[src/rtl/meio_subtrator_if.sv]
// Operand/result bundle for meio_subtrator.
// master drives in_valid/A/B/Cin; slave returns S/Cout/out_valid (and V with MEIO_SUBTRATOR_OVF_EN).
interface meio_subtrator_if #(
  parameter int WIDTH = 1
);
  logic             in_valid;
  logic [WIDTH-1:0] A;
  logic [WIDTH-1:0] B;
  logic             Cin;
  logic [WIDTH-1:0] S;
  logic             Cout;
  logic             out_valid;
`ifdef MEIO_SUBTRATOR_OVF_EN
  logic             V;
`endif

  modport master (
    output in_valid, A, B, Cin,
`ifdef MEIO_SUBTRATOR_OVF_EN
    input  V,
`endif
    input  S, Cout, out_valid
  );

  modport slave (
    input  in_valid, A, B, Cin,
`ifdef MEIO_SUBTRATOR_OVF_EN
    output V,
`endif
    output S, Cout, out_valid
  );
endinterface

[src/rtl/meio_subtrator.sv]
// Registered WIDTH-bit subtractor with borrow-in/out, one-cycle latency.
// Ports: clk, rst_n (sync, active-low), io (slave). Optional V via MEIO_SUBTRATOR_OVF_EN.
module meio_subtrator #(
  parameter int WIDTH = 1
) (
  input  logic            clk,
  input  logic            rst_n,
  meio_subtrator_if.slave io
);
  logic [WIDTH-1:0] s_q, s_d;
  logic             cout_q, cout_d;
  logic             vld_q, vld_d;
  logic [WIDTH:0]   diff;

  // One extra bit captures the borrow: the MSB is set when A < B + Cin.
  assign diff = {1'b0, io.A} - {1'b0, io.B}
              - {{WIDTH{1'b0}}, io.Cin};

`ifdef MEIO_SUBTRATOR_OVF_EN
  logic v_q, v_d;
`endif

  always_comb begin
    s_d    = s_q;
    cout_d = cout_q;
    vld_d  = 1'b0;
`ifdef MEIO_SUBTRATOR_OVF_EN
    v_d    = v_q;
`endif
    if (io.in_valid) begin
      s_d    = diff[WIDTH-1:0];
      cout_d = diff[WIDTH];
      vld_d  = 1'b1;
`ifdef MEIO_SUBTRATOR_OVF_EN
      // Signed overflow: operand signs differ and result sign left A's.
      v_d = (io.A[WIDTH-1] != io.B[WIDTH-1]) &&
            (diff[WIDTH-1] != io.A[WIDTH-1]);
`endif
    end
  end

  always_ff @(posedge clk) begin
    if (!rst_n) begin
      s_q    <= '0;
      cout_q <= 1'b0;
      vld_q  <= 1'b0;
`ifdef MEIO_SUBTRATOR_OVF_EN
      v_q    <= 1'b0;
`endif
    end else begin
      s_q    <= s_d;
      cout_q <= cout_d;
      vld_q  <= vld_d;
`ifdef MEIO_SUBTRATOR_OVF_EN
      v_q    <= v_d;
`endif
    end
  end

  assign io.S         = s_q;
  assign io.Cout      = cout_q;
  assign io.out_valid = vld_q;
`ifdef MEIO_SUBTRATOR_OVF_EN
  assign io.V         = v_q;
`endif
endmodule

[src/flat_wrapper.sv]
// flat-port wrapper written by rule: the top's interface ports become plain ports
module meio_subtrator_flat 
#(
  parameter int WIDTH = 1
)
  (clk, rst_n, io_in_valid, io_A, io_B, io_Cin, io_S, io_Cout, io_out_valid);
  meio_subtrator_if #(.WIDTH(WIDTH)) io_i ();
  input  logic clk;
  input  logic rst_n;
  input wire logic [$bits(io_i.in_valid)-1:0] io_in_valid;
  input wire logic [$bits(io_i.A)-1:0] io_A;
  input wire logic [$bits(io_i.B)-1:0] io_B;
  input wire logic [$bits(io_i.Cin)-1:0] io_Cin;
  output wire logic [$bits(io_i.S)-1:0] io_S;
  output wire logic [$bits(io_i.Cout)-1:0] io_Cout;
  output wire logic [$bits(io_i.out_valid)-1:0] io_out_valid;
  assign io_i.in_valid = io_in_valid;
  assign io_i.A = io_A;
  assign io_i.B = io_B;
  assign io_i.Cin = io_Cin;
  assign io_S = io_i.S;
  assign io_Cout = io_i.Cout;
  assign io_out_valid = io_i.out_valid;
  meio_subtrator #(.WIDTH(WIDTH)) u_core (.clk(clk), .rst_n(rst_n), .io(io_i));
endmodule
[config.mk]
export PLATFORM = sky130hd
export DESIGN_NAME = meio_subtrator_flat
export DESIGN_NICKNAME = d
export VERILOG_FILES = /design/src/rtl/meio_subtrator_if.sv /design/src/rtl/meio_subtrator.sv /design/src/flat_wrapper.sv
export SDC_FILE = /design/constraint.sdc
export NUM_CORES = 1
export LEC_CHECK = 0
export CAP_MARGIN = 40
export CORE_AREA = 2 2 39 41
export CTS_BUF_LIST = sky130_fd_sc_hd__clkbuf_16
export CTS_CLUSTER_DIAMETER = 120
export DETAILED_ROUTE_END_ITERATION = 8
export DIE_AREA = 0 0 41 43
export SLEW_MARGIN = 20
export SYNTH_ARGS = -nofsm -noshare
export SYNTH_HDL_FRONTEND = slang
export SYNTH_SLANG_ARGS = --single-unit
export TNS_END_PERCENT = 30
[constraint.sdc]
create_clock -name clk -period 2.88 [get_ports clk]
set_input_delay 0.576 -clock clk [delete_from_list [all_inputs] [get_ports clk]]
set_output_delay 0.576 -clock clk [all_outputs]
set_load 0.01 [all_outputs]
==> flow_summary.toml, run 1 <==
[drt]
drtIter0Drc = 1
drc = 0
wl_per_cell_um = 7.05
vias_per_cell = 3.00
firstDrtPassIters = 2
postRouteAntennaNets = 0
vias = 114
routed_wl_um = 268

[power]
ir_drop_mv = 0.369
power_density_mw_per_mm2 = 936
leakage_nw = 0.133

[floorplan]
die_w_um = 41
die_area_mm2 = 0.00176
core.rowCount = 14
die_h_um = 43
fp.coreArea_mm2 = 0.00138
start_util_pct = 8.77
top_level_ports = 9

[sta]
fin_crit_ps = 1670
period_share_pct = 57.9
rsz0062_at_grt = "false"
maxSlewViolCount = 0
finalHoldViolCount = 0
setup_viol = 0
slew_headroom_pct = 92.2
clock.fmax_mhz = 599
finalSetupTns_ps = 0
max_slew.worst_pin.slew_ps = 114
setup_ws_ps = 1210
skew_ps = 0

[global_routing]
gr-usage-all-layers_pct = 5.42
grt_max_degree = 5
grt_overflow = 0
grt_antenna_before_repair = 0
grt_pass1_vias = 119
grt_pass1_wl_um = 517

[yosys]
synth.top_cell.area_share_pct = 49.5
netlist_top_cells_area = "dfxtp_1 49%, fa_1 16%, mux2i_1 8.2%"
yosysUniqueCellTypes = 8
synthArstFlopShare_pct = 0
ys_seq_area_share_pct = 49.5
ys_ff_latch = 3
synthMostInstantiatedCell = "dfxtp_1"
synth_warnings = 0
syn_inst = 10
synth-edff-count = 0
synth.avg_cell_area_um2 = 12.1
synth_ff_type = "dfxtp_1"
syn-cell-area_um2 = 121
synth_top_area_cell = "dfxtp_1"
synth_nets = 17

[clock_network]
htree_levels = 1
post_cts_buffers = 0
clkSinkCount = 3
clockBufferDepth = 2
postCtsHoldBufs = 0
root_buffer = "clkbuf_16"
cts_made_buffers = 3
cts_tree = "done"
cts.clk_slew.worst_paths_ps = 30
cts_resized = 0
clk_latency_ps = 220

[setup_path]
slowest_delay_ps = 550
slowest_stage = "clkdlybuf4s50_1"
cp-start-kind = "flop"
timing.rr.start = "u_core.io.S"
critPathMaxFanout = 2
path_cells = "clkdlybuf4s50_1"
critPathRequiredTime_ps = 2300
path_buf_inv = 1
worstRegToRegCells = 1
worstReg2RegEnd = "u_core.io.S"
r2r_slack_ps = 2260
cpLargestDelayFamily = "buffers and inverters"
path_class = "flop to output pin"
cp.arrival_ps = 1090
end_kind = "output pin"

[placement]
port_buffers = 8
placed_cells = 34
place.gp.congestion = 0.592
post-place-ws_ps = 1060

[finish]
final_cells = 38
antenna-diode-count = 0
fillers = 153
nets = 30
multi_input_area_um2 = 57.6
drive_above_1_share_pct = 18.2
ff_latch_area_um2 = 60.1
syn_to_final_growth_pct = 147

[min_path]
hold_depth = 1
worstHoldPathType = "flop to flop"
hold_start = "u_core.io.S"
holdPathEnd = "u_core.io.S"

[run]
maxCapViolations = 0

[outcome]
status = "completed"
==> state kept, by name, summed over array words and instances (netlist names) <==
register             cells
u_core.io.S              1
u_core.io.out_valid      1
u_core.io.Cout           1
==> layout by cell type (no fill, tap or decap) <==
cell | Yosys | routed
and2_2 | 1 | 1
clkbuf_16 | 0 | 3
clkdlybuf4s50_1 | 0 | 8
dfxtp_1 | 3 | 3
fa_1 | 1 | 1
inv_1 | 1 | 2
mux2i_1 | 1 | 1
nand2_1 | 1 | 1
nor2b_1 | 1 | 1
o211a_1 | 1 | 1
==> per-layer routing <==
layer | GRT usage, % | wire length (µm) | vias up
li1 | - | - | 56
met1 | 6.43 | 139 | 47
met2 | 4.06 | 69 | 11
met3 | 9.42 | 59 | 0
met4 | 2.00 | 0 | 0
met5 | 0 | 0 | -
==> worst max path at each step <==
stage | from | to | slack [ps] | cells after the start
CTS | u_core.io.Cout | io_Cout | 1210 | 1
global route | u_core.io.Cout | io_Cout | 1170 | 1
floorplan | io_Cin | u_core.io.S | 1540 | 3
global placement | io_Cin | u_core.io.S | 1060 | 4
detailed placement | io_Cin | u_core.io.S | 1060 | 4
finish | u_core.io.Cout | io_Cout | 1210 | 1
==> power breakdown <==
group	total, mW	internal [mW]	switching [mW]
combinational	0.0217	0.0146	0.00708
clock	0.213	0.179	0.0346
sequential	0.0462	0.0449	0.00136
==> through the flow <==
| stage | hold slack (ps) | util, % | cell area, µm² | total power, mW |
|---|---|---|---|---|
| final | 499 | 21.7 | 300 | 0.281 |
| after global routing | 530 | 21.7 | 300 | 0.296 |
| after CTS | 504 | 21.7 | 300 | 0.286 |
| after detailed placement | 500 | 16.0 | 221 | 0.0687 |
| after global placement | 491 | 16.0 | 221 | 0.0681 |
| after floorplan | 538 | - | 121 | 0.0536 |
==> cell type report <==
class | count | share of cell area [%]
clock inverters | 1 | 1.25
well taps | 16 | 6.67
clock buffers | 3 | 25.0
flip-flops and latches | 3 | 20.0
multi-input cells | 6 | 19.2
inverters | 1 | 1.25
repair buffers | 8 | 26.7
==> cells by family (layout without fill, tap and decap cells) <==
| group | after synthesis | in the layout | synth area share (%) |
|---|---|---|---|
| compound gates | 1 | 1 | 8.25 |
| fa+ha+maj | 1 | 1 | 16.5 |
| buf+inv | 1 | 13 | 3.09 |
| flops | 3 | 3 | 49.5 |
| mux | 1 | 1 | 8.25 |
| simple gates | 3 | 3 | 14.4 |
Note: power is estimated with default switching activity, not from simulation.
==> run 2, diff against run 1 <==
Clock period 2.88 ns to 1.6 ns, I/O delays scaled along.
==> run 2 against run 1 <==
Setup slack lost 1000 ps. Via count fell by 3.5%. Global-route usage grew 0.31 points. Non-clock buffer count unchanged. Sequential power up 81%.
==> flow_summary.toml, run 2 (synthesis results as in run 1) <==
[outcome]
status = "completed"

[setup_path]
timing.rr.start = "u_core.io.S"
cpLargestDelayFamily = "buffers and inverters"
end_kind = "output pin"
worstReg2RegEnd = "u_core.io.S"
slowest_stage = "clkdlybuf4s50_1"
r2r_slack_ps = 980
path_class = "flop to output pin"
worstRegToRegCells = 1
critPathLaunch = "u_core.io.Cout"
path_cells = "clkdlybuf4s50_1"
cp.arrival_ps = 1100
cp-start-kind = "flop"
critPathMaxFanout = 2
path_buf_inv = 1
critPathRequiredTime_ps = 1280
slowest_delay_ps = 540

[sta]
whs_ps = 505
max_slew.worst_pin.slew_ps = 134
skew_ps = 0
setup_viol = 0
finalHoldViolCount = 0
period_share_pct = 88.6
slew_headroom_pct = 90.8
fin_crit_ps = 1420
clock.fmax_mhz = 706
finalSetupTns_ps = 0
rsz0062_at_grt = "false"
maxSlewViolCount = 0

[floorplan]
die_w_um = 41
core.rowCount = 14
fp.coreArea_mm2 = 0.00138
start_util_pct = 8.77
die_area_mm2 = 0.00176
die_h_um = 43
top_level_ports = 9

[min_path]
hold_depth = 1
hold_start = "u_core.io.S"
worstHoldPathType = "flop to flop"
holdPathEnd = "u_core.io.S"

[global_routing]
grt_pass1_wl_um = 524
grt_pass1_vias = 120
grt_overflow = 0
grt_antenna_before_repair = 0
gr-usage-all-layers_pct = 5.73
grt_max_degree = 5

[clock_network]
post_cts_buffers = 0
clk_latency_ps = 220
clockBufferDepth = 2
clkSinkCount = 3
cts_resized = 0
cts_tree = "done"
cts.clk_slew.worst_paths_ps = 30
cts_made_buffers = 3
htree_levels = 1
root_buffer = "clkbuf_16"
postCtsHoldBufs = 0

[placement]
place.gp.congestion = 0.584
placed_cells = 34
port_buffers = 8

[drt]
postRouteAntennaNets = 0
drtIter0Drc = 2
drc = 0
vias_per_cell = 2.89
vias = 110
wl_per_cell_um = 7.87
firstDrtPassIters = 2
routed_wl_um = 299

[finish]
final_cells = 38
drive_above_1_share_pct = 18.2
final_common_cell = "clkdlybuf4s50_1"
mostFrequentLayoutCells = "8 x clkdlybuf4s50_1, 3 x clkbuf_16, 3 x dfxtp_1"
nets = 30
fillers = 150
antenna-diode-count = 0
syn_to_final_growth_pct = 147

[power]
leakage_nw = 0.133
power_density_mw_per_mm2 = 1710
ir_drop_mv = 0.366

[run]
maxCapViolations = 0
run 2: worst max path at each step:
| stage | cells past startpoint | endpoint | slack, ps |
|---|---|---|---|
| 3_3_place_gp | 4 | u_core.io.S | 40 |
| 2_1_floorplan | 3 | u_core.io.S | 510 |
| 5_1_grt | 1 | io_Cout | 150 |
| 4_1_cts | 1 | io_Cout | 180 |
| 3_5_place_dp | 4 | u_core.io.S | 40 |
| 6_report | 1 | io_Cout | 180 |
run 2: layout make-up:
| class | count | area (µm²) | area share, % |
|---|---|---|---|
| multi-input cells | 6 | 57.6 | 19.2 |
| inverters | 1 | 3.75 | 1.25 |
| repair buffers | 8 | 80.1 | 26.7 |
| clock buffers | 3 | 75.1 | 25.0 |
| flip-flops and latches | 3 | 60.1 | 20.0 |
| clock inverters | 1 | 3.75 | 1.25 |
| well taps | 16 | 20.0 | 6.67 |
run 2: per-layer routing:
metal / up-vias / GRT usage (%) / part of all wire, %
met3: 2 / 6.28 / 19
li1: 55 / - / -
met2: 11 / 3.75 / 26
met1: 42 / 6.77 / 50
met4: 0 / 8.00 / 4.7
met5: - / 0 / 0
run 2: per-stage QoR:
| stage | area [µm²] | setup WS, ps | power [mW] | util (%) |
|---|---|---|---|---|
| 2_1_floorplan | 121 | 513 | 0.0965 | - |
| 3_3_place_gp | 221 | 37.3 | 0.123 | 16.0 |
| 3_5_place_dp | 221 | 38.3 | 0.124 | 16.0 |
| 4_1_cts | 300 | 181 | 0.521 | 21.7 |
| 5_1_grt | 300 | 149 | 0.537 | 21.7 |
| 6_report | 300 | 183 | 0.514 | 21.7 |
run 2: where the power goes:
part | total, mW | internal [mW] | switching, mW | leakage, nW
logic | 0.0388 | 0.0260 | 0.0128 | 0.0663
registers | 0.0834 | 0.0808 | 0.00262 | 0.0249
clock network | 0.392 | 0.322 | 0.0696 | 0.0423
